File: config.mk
export PLATFORM = sky130hd
export DESIGN_NAME = alu_responder
export DESIGN_NICKNAME = d
export VERILOG_FILES = /design/src/rtl/alu_responder.sv
export SDC_FILE = /design/constraint.sdc
export NUM_CORES = 1
export LEC_CHECK = 0
export CAP_MARGIN = 20
export CORE_MARGIN = 4
export CORE_UTILIZATION = 49
export CTS_BUF_LIST = sky130_fd_sc_hd__clkbuf_4 sky130_fd_sc_hd__clkbuf_8 sky130_fd_sc_hd__clkbuf_16
export CTS_CLUSTER_DIAMETER = 50
export DETAILED_ROUTE_END_ITERATION = 7
export GPL_TIMING_DRIVEN = 1
export HOLD_SLACK_MARGIN = 0.02
export PLACE_DENSITY = 0.76
export SYNTH_ARGS = -nofsm -noshare
export SYNTH_HDL_FRONTEND = slang
export SYNTH_SLANG_ARGS = --single-unit
File: constraint.sdc
create_clock -name clk -period 5.84 [get_ports clk]
set_input_delay 1.752 -clock clk [delete_from_list [all_inputs] [get_ports clk]]
set_output_delay 1.752 -clock clk [all_outputs]
set_load 0.03 [all_outputs]
File: src/rtl/alu_responder.sv
// ALU request/response block: decodes one operation per accepted request and
// queues {result, zero, err, seq} in a small FIFO until the consumer takes it.
module alu_responder #(
  parameter int DEPTH = 2
) (
  input  logic        clk,
  input  logic        rst,
  input  logic        req_valid,
  output logic        req_ready,
  input  logic [31:0] req_a,
  input  logic [31:0] req_b,
  input  logic [3:0]  req_opcode,
  output logic        rsp_valid,
  input  logic        rsp_ready,
  output logic [31:0] rsp_result,
  output logic        rsp_zero,
  output logic        rsp_err,
  output logic [7:0]  rsp_seq,
  output logic [7:0]  err_count
);
  // Handshake: a transfer happens on a rising edge where valid && ready are both
  // high. A valid source holds its payload until that edge; ready here depends
  // only on registered state, never on the partner's valid or ready.

  localparam int AW = $clog2(DEPTH);
  localparam logic [AW:0] FULL = (AW + 1)'(DEPTH);

  localparam logic [3:0] OP_AND = 4'b0000;
  localparam logic [3:0] OP_OR  = 4'b0001;
  localparam logic [3:0] OP_ADD = 4'b0010;
  localparam logic [3:0] OP_SUB = 4'b0110;

  typedef struct packed {
    logic [31:0] result;
    logic        zero;
    logic        err;
    logic [7:0]  seq;
  } entry_t;

  entry_t        mem [DEPTH];
  entry_t        new_entry;
  logic [AW-1:0] wptr;
  logic [AW-1:0] rptr;
  logic [AW:0]   count;
  logic [7:0]    seq_cnt;
  logic          push;
  logic          pop;

  assign req_ready = (count < FULL);
  assign rsp_valid = (count != '0);
  assign push      = req_valid && req_ready;
  assign pop       = rsp_valid && rsp_ready;

  // Unknown opcodes (including X/Z) fall through to the default arm.
  always_comb begin
    new_entry     = '0;
    new_entry.seq = seq_cnt;
    case (req_opcode)
      OP_AND:  new_entry.result = req_a & req_b;
      OP_OR:   new_entry.result = req_a | req_b;
      OP_ADD:  new_entry.result = req_a + req_b;
      OP_SUB:  new_entry.result = req_a - req_b;
      default: new_entry.err    = 1'b1;
    endcase
    new_entry.zero = (new_entry.result == 32'h0);
  end

  always_ff @(posedge clk) begin
    if (push) mem[wptr] <= new_entry;
  end

  always_ff @(posedge clk) begin
    if (rst) begin
      wptr      <= '0;
      rptr      <= '0;
      count     <= '0;
      seq_cnt   <= '0;
      err_count <= '0;
    end else begin
      if (push) begin
        wptr    <= wptr + AW'(1);
        seq_cnt <= seq_cnt + 8'd1;
        if (new_entry.err && (err_count != 8'hFF)) err_count <= err_count + 8'd1;
      end
      if (pop) rptr <= rptr + AW'(1);
      case ({push, pop})
        2'b10:   count <= count + (AW + 1)'(1);
        2'b01:   count <= count - (AW + 1)'(1);
        default: count <= count;
      endcase
    end
  end

  assign rsp_result = mem[rptr].result;
  assign rsp_zero   = mem[rptr].zero;
  assign rsp_err    = mem[rptr].err;
  assign rsp_seq    = mem[rptr].seq;

endmodule

==> summary.json <==
{
  "run_status": "complete, no violations",
  "synthesis.area_um2": 7160,
  "ys_dominant_reg_cell": "sky130_fd_sc_hd__edfxtp_1",
  "hold_path.startpoint": "seq_cnt[7]",
  "synth-seq-cells": 105,
  "globalplace.congestion": 0.905,
  "power.share.sequential": 0.343,
  "mappedNetlistNets": 829,
  "synth_top_area_share": 0.352,
  "worstRegToRegCells": 6,
  "setup.worst_path.class": "input port to flip-flop",
  "post-route-drc-count": 0,
  "synth_top_cell_by_area": "sky130_fd_sc_hd__edfxtp_1",
  "dp_hpwl_um": 15700,
  "die_height_um": 129,
  "tritoncts_num_sinks": 105,
  "final_min_period_over_clock_period": 0.984,
  "routed_wire_length_per_instance_um": 18.0,
  "time_the_worst_path_needs_with_i_o_delays_and_setup_ns": 5.75,
  "powerDensity_nw_per_um2": 296,
  "worstPathArrival_ns": 5.85,
  "gr-usage-met2": 0.422,
  "synthTopCellsByArea": "sky130_fd_sc_hd__edfxtp_1, sky130_fd_sc_hd__mux2_2, sky130_fd_sc_hd__ha_1",
  "critPathMaxFanout": 4,
  "antenna_cells": 0,
  "setup_viol": 0,
  "port-buffer-count": 123,
  "rr_endpoint": "err_count[7]",
  "area_growth_pct": 45.3,
  "fraction_of_layout_instances_using_a_drive_strength_above_1": 0.299,
  "drt_iter0_drc": 524,
  "top_cells_by_count_synth": "sky130_fd_sc_hd__edfxtp_1, sky130_fd_sc_hd__nand2_1, sky130_fd_sc_hd__nor2_1",
  "global_route.overflow_total": 0,
  "global_route.usage.met1": 0.315,
  "synth-warning-count": 0,
  "detail-route-antenna-nets": 0,
  "worst_skew_pair.late_latency_ns": 0.34,
  "grt_start_max_net_pins": 43,
  "cts_root_buf": "sky130_fd_sc_hd__clkbuf_16",
  "synth_sequential_area_ratio": 0.411,
  "global_route.peak_usage_layer": "met2",
  "fillers": 991,
  "final.setup_skew_ns": 0.00544,
  "final_cell_count_no_fill": 1173,
  "p_int_mw": 1.98,
  "syn-instance-count": 719,
  "cellLeakagePower_nw": 4.15,
  "hold_path_end": "mem[1][7]",
  "placed_cells_incl_taps": 1138,
  "required_ns": 5.94,
  "final_number_of_hold_violating_endpoints": 0,
  "fp-row-count": 43,
  "gr-usage-met3": 0.0311,
  "worst-r2r-setup-slack_ns": 3.10,
  "pwr-share-comb": 0.475,
  "grt_antenna_before_repair": 0,
  "floorplan.die.width_um": 129,
  "grt_pass1_wl_um": 32800,
  "cts_max_level": 3,
  "num_vias": 6764,
  "cts_buf_count": 9,
  "start_util": 0.508,
  "cts_tree": "done",
  "worstMarginPinSlew_ns": 0.994,
  "power_switching_share": 0.356,
  "fin_tns_setup_ns": 0,
  "yosysUniqueCellTypes": 71,
  "placedInstanceArea_um2": 9640,
  "r2r_start": "count[1]",
  "finish.net_count": 1098,
  "globalRouteTotalUtil": 0.246,
  "pin_count": 124,
  "fin_max_slew_vios": 0,
  "ys_async_sr_fraction": 0,
  "postSynthAreaPerCell_um2": 9.96,
  "number_of_synthesized_flops_with_an_enable_pin": 84,
  "route.final.wire_length_um": 21200,
  "power_switching_mw": 1.09,
  "cts.path.max_buffers": 2,
  "clock_power_share": 0.182,
  "via_count_of_the_first_global_routing_pass": 6854,
  "core_region_area_um2": 14100,
  "worst_hold_path_depth": 0,
  "max-cap-violations": 0,
  "yosys.cell_count.top_type": "sky130_fd_sc_hd__edfxtp_1",
  "via_per_inst": 5.77,
  "die_area_um2": 16600,
  "setup.worst_path.start_class": "input port",
  "utilization": 0.738,
  "max-vdd-ir-drop_mv": 0.183,
  "worst_max_slew_margin_expressed_relative_to_the_limit": 0.337,
  "drt_first_pass_iters": 5,
  "achievable-frequency_ghz": 0.174,
  "clk_pin_slew_ns": 0.07,
  "hp-class": "flip-flop to flip-flop",
  "post_route_cell_area_um2": 10400,
  "crit_path_end_kind": "flip-flop"
}
metrics by stage:
step	power [mW]	hold WS [ns]	setup WS, ns
3_3_place_gp	2.43	0.445	-0.507
6_report	3.07	0.465	0.0934
5_1_grt	3.22	0.516	-0.0627
3_5_place_dp	2.47	0.451	-0.683
2_1_floorplan	1.86	0.434	0.0112
4_1_cts	3.05	0.466	0.00936
placed cells by master (no fill, tap or decap), types with 16 or more instances in the layout:
cell                              synthesis  final
sky130_fd_sc_hd__o21ai_0                 45     35
sky130_fd_sc_hd__xnor2_1                 27     27
sky130_fd_sc_hd__ha_1                    37     34
sky130_fd_sc_hd__nor2_1                  57     54
sky130_fd_sc_hd__nand4_1                 16     16
sky130_fd_sc_hd__a21oi_1                 41     34
sky130_fd_sc_hd__clkdlybuf4s50_1          0    111
sky130_fd_sc_hd__dfxtp_1                 21     20
sky130_fd_sc_hd__edfxtp_1                84     84
sky130_fd_sc_hd__maj3_1                  28     28
sky130_fd_sc_hd__buf_4                    0    162
sky130_fd_sc_hd__xor2_1                  40     40
sky130_fd_sc_hd__mux2_2                  42     42
sky130_fd_sc_hd__nand2_1                 74     70
worst max-delay path, cell delays in order:
cell and delay (ns):
sky130_fd_sc_hd__dlygate4sd2_1 0.29, sky130_fd_sc_hd__inv_1 0.14, sky130_fd_sc_hd__ha_4 0.17, sky130_fd_sc_hd__nand3b_1 0.17, sky130_fd_sc_hd__nand2b_4 0.21, sky130_fd_sc_hd__nand2b_4 0.16, sky130_fd_sc_hd__nor2_2 0.12, sky130_fd_sc_hd__nand2_2 0.11
sky130_fd_sc_hd__o31ai_4 0.27, sky130_fd_sc_hd__xor2_1 0.11, sky130_fd_sc_hd__ha_1 0.22, sky130_fd_sc_hd__a21oi_2 0.16, sky130_fd_sc_hd__nor2b_1 0.08, sky130_fd_sc_hd__o21a_1 0.19, sky130_fd_sc_hd__o41a_1 0.43, sky130_fd_sc_hd__a221oi_2 0.24
sky130_fd_sc_hd__o21ai_1 0.12, sky130_fd_sc_hd__xnor2_1 0.16, sky130_fd_sc_hd__o21ai_1 0.10, sky130_fd_sc_hd__buf_4 0.14, sky130_fd_sc_hd__buf_4 0.12, sky130_fd_sc_hd__buf_4 0.13, sky130_fd_sc_hd__buf_4 0.13, sky130_fd_sc_hd__buf_4 0.12
sequential cells by signal, summed over array words and instances (netlist names), named ones only:
register	flops
mem	84
err_count	8
seq_cnt	8
count	2
rptr	1
wptr	1
repair_timing:
| action | 4_1_cts | 5_1_grt |
|---|---|---|
| hold buffers | 0 | 0 |
| setup buffers | 16 | 3 |
| hold endpoints to repair | 0 | 0 |
| endpoints found under the setup margin | 6 | 8 |
| resized for setup | 44 | 53 |
| pin swaps | 27 | 28 |
how the worst max path moves through the flow:
stage,startpoint,slack (ns),end,cells after the start
2_1_floorplan,req_opcode[0],0.01,mem[0][9],19
3_3_place_gp,req_b[2],-0.51,mem[0][9],20
3_5_place_dp,req_b[0],-0.68,mem[0][9],22
4_1_cts,req_b[5],0.009,mem[1][9],19
5_1_grt,req_opcode[1],-0.06,mem[0][9],16
6_report,req_b[1],0.09,mem[0][38],24
power groups by stage:
| stage | Sequential (mW) | Clock [mW] | Combinational, mW |
|---|---|---|---|
| 2_1_floorplan | 1.03 | 0 | 0.832 |
| 3_3_place_gp | 1.07 | 0 | 1.36 |
| 3_5_place_dp | 1.07 | 0 | 1.40 |
| 4_1_cts | 1.06 | 0.566 | 1.43 |
| 5_1_grt | 1.07 | 0.597 | 1.55 |
| 6_report | 1.05 | 0.560 | 1.46 |
area by class of cell:
| class | count | area, µm² | area share |
|---|---|---|---|
| Clock buffer | 13 | 268 | 0.0257 |
| Clock inverter | 3 | 16.3 | 0.00156 |
| Inverter | 11 | 41.3 | 0.00397 |
| Multi-Input combinational cell | 571 | 4410 | 0.424 |
| Sequential cell | 105 | 2940 | 0.283 |
| Tap cell | 180 | 225 | 0.0217 |
| Timing Repair Buffer | 290 | 2500 | 0.240 |
per-layer routing:
layer	share of wire	wire, µm
met3	0.060	1270
met2	0.49	10500
met4	0.026	548
met5	0	0
met1	0.42	8880
logic make-up (layout without fill, tap and decap cells):
family	Yosys count	after routing	synth area share
adders and majority gates	67	67	0.108
and+or+nand+nor	236	236	0.162
xor gates and xnor gates	68	68	0.0842
AOI/OAI and AO/OA	157	157	0.143
muxes	43	43	0.0675
DFF	105	105	0.411
buffers and inverters	43	317	0.0245
Power figures use the tool's default switching activity.
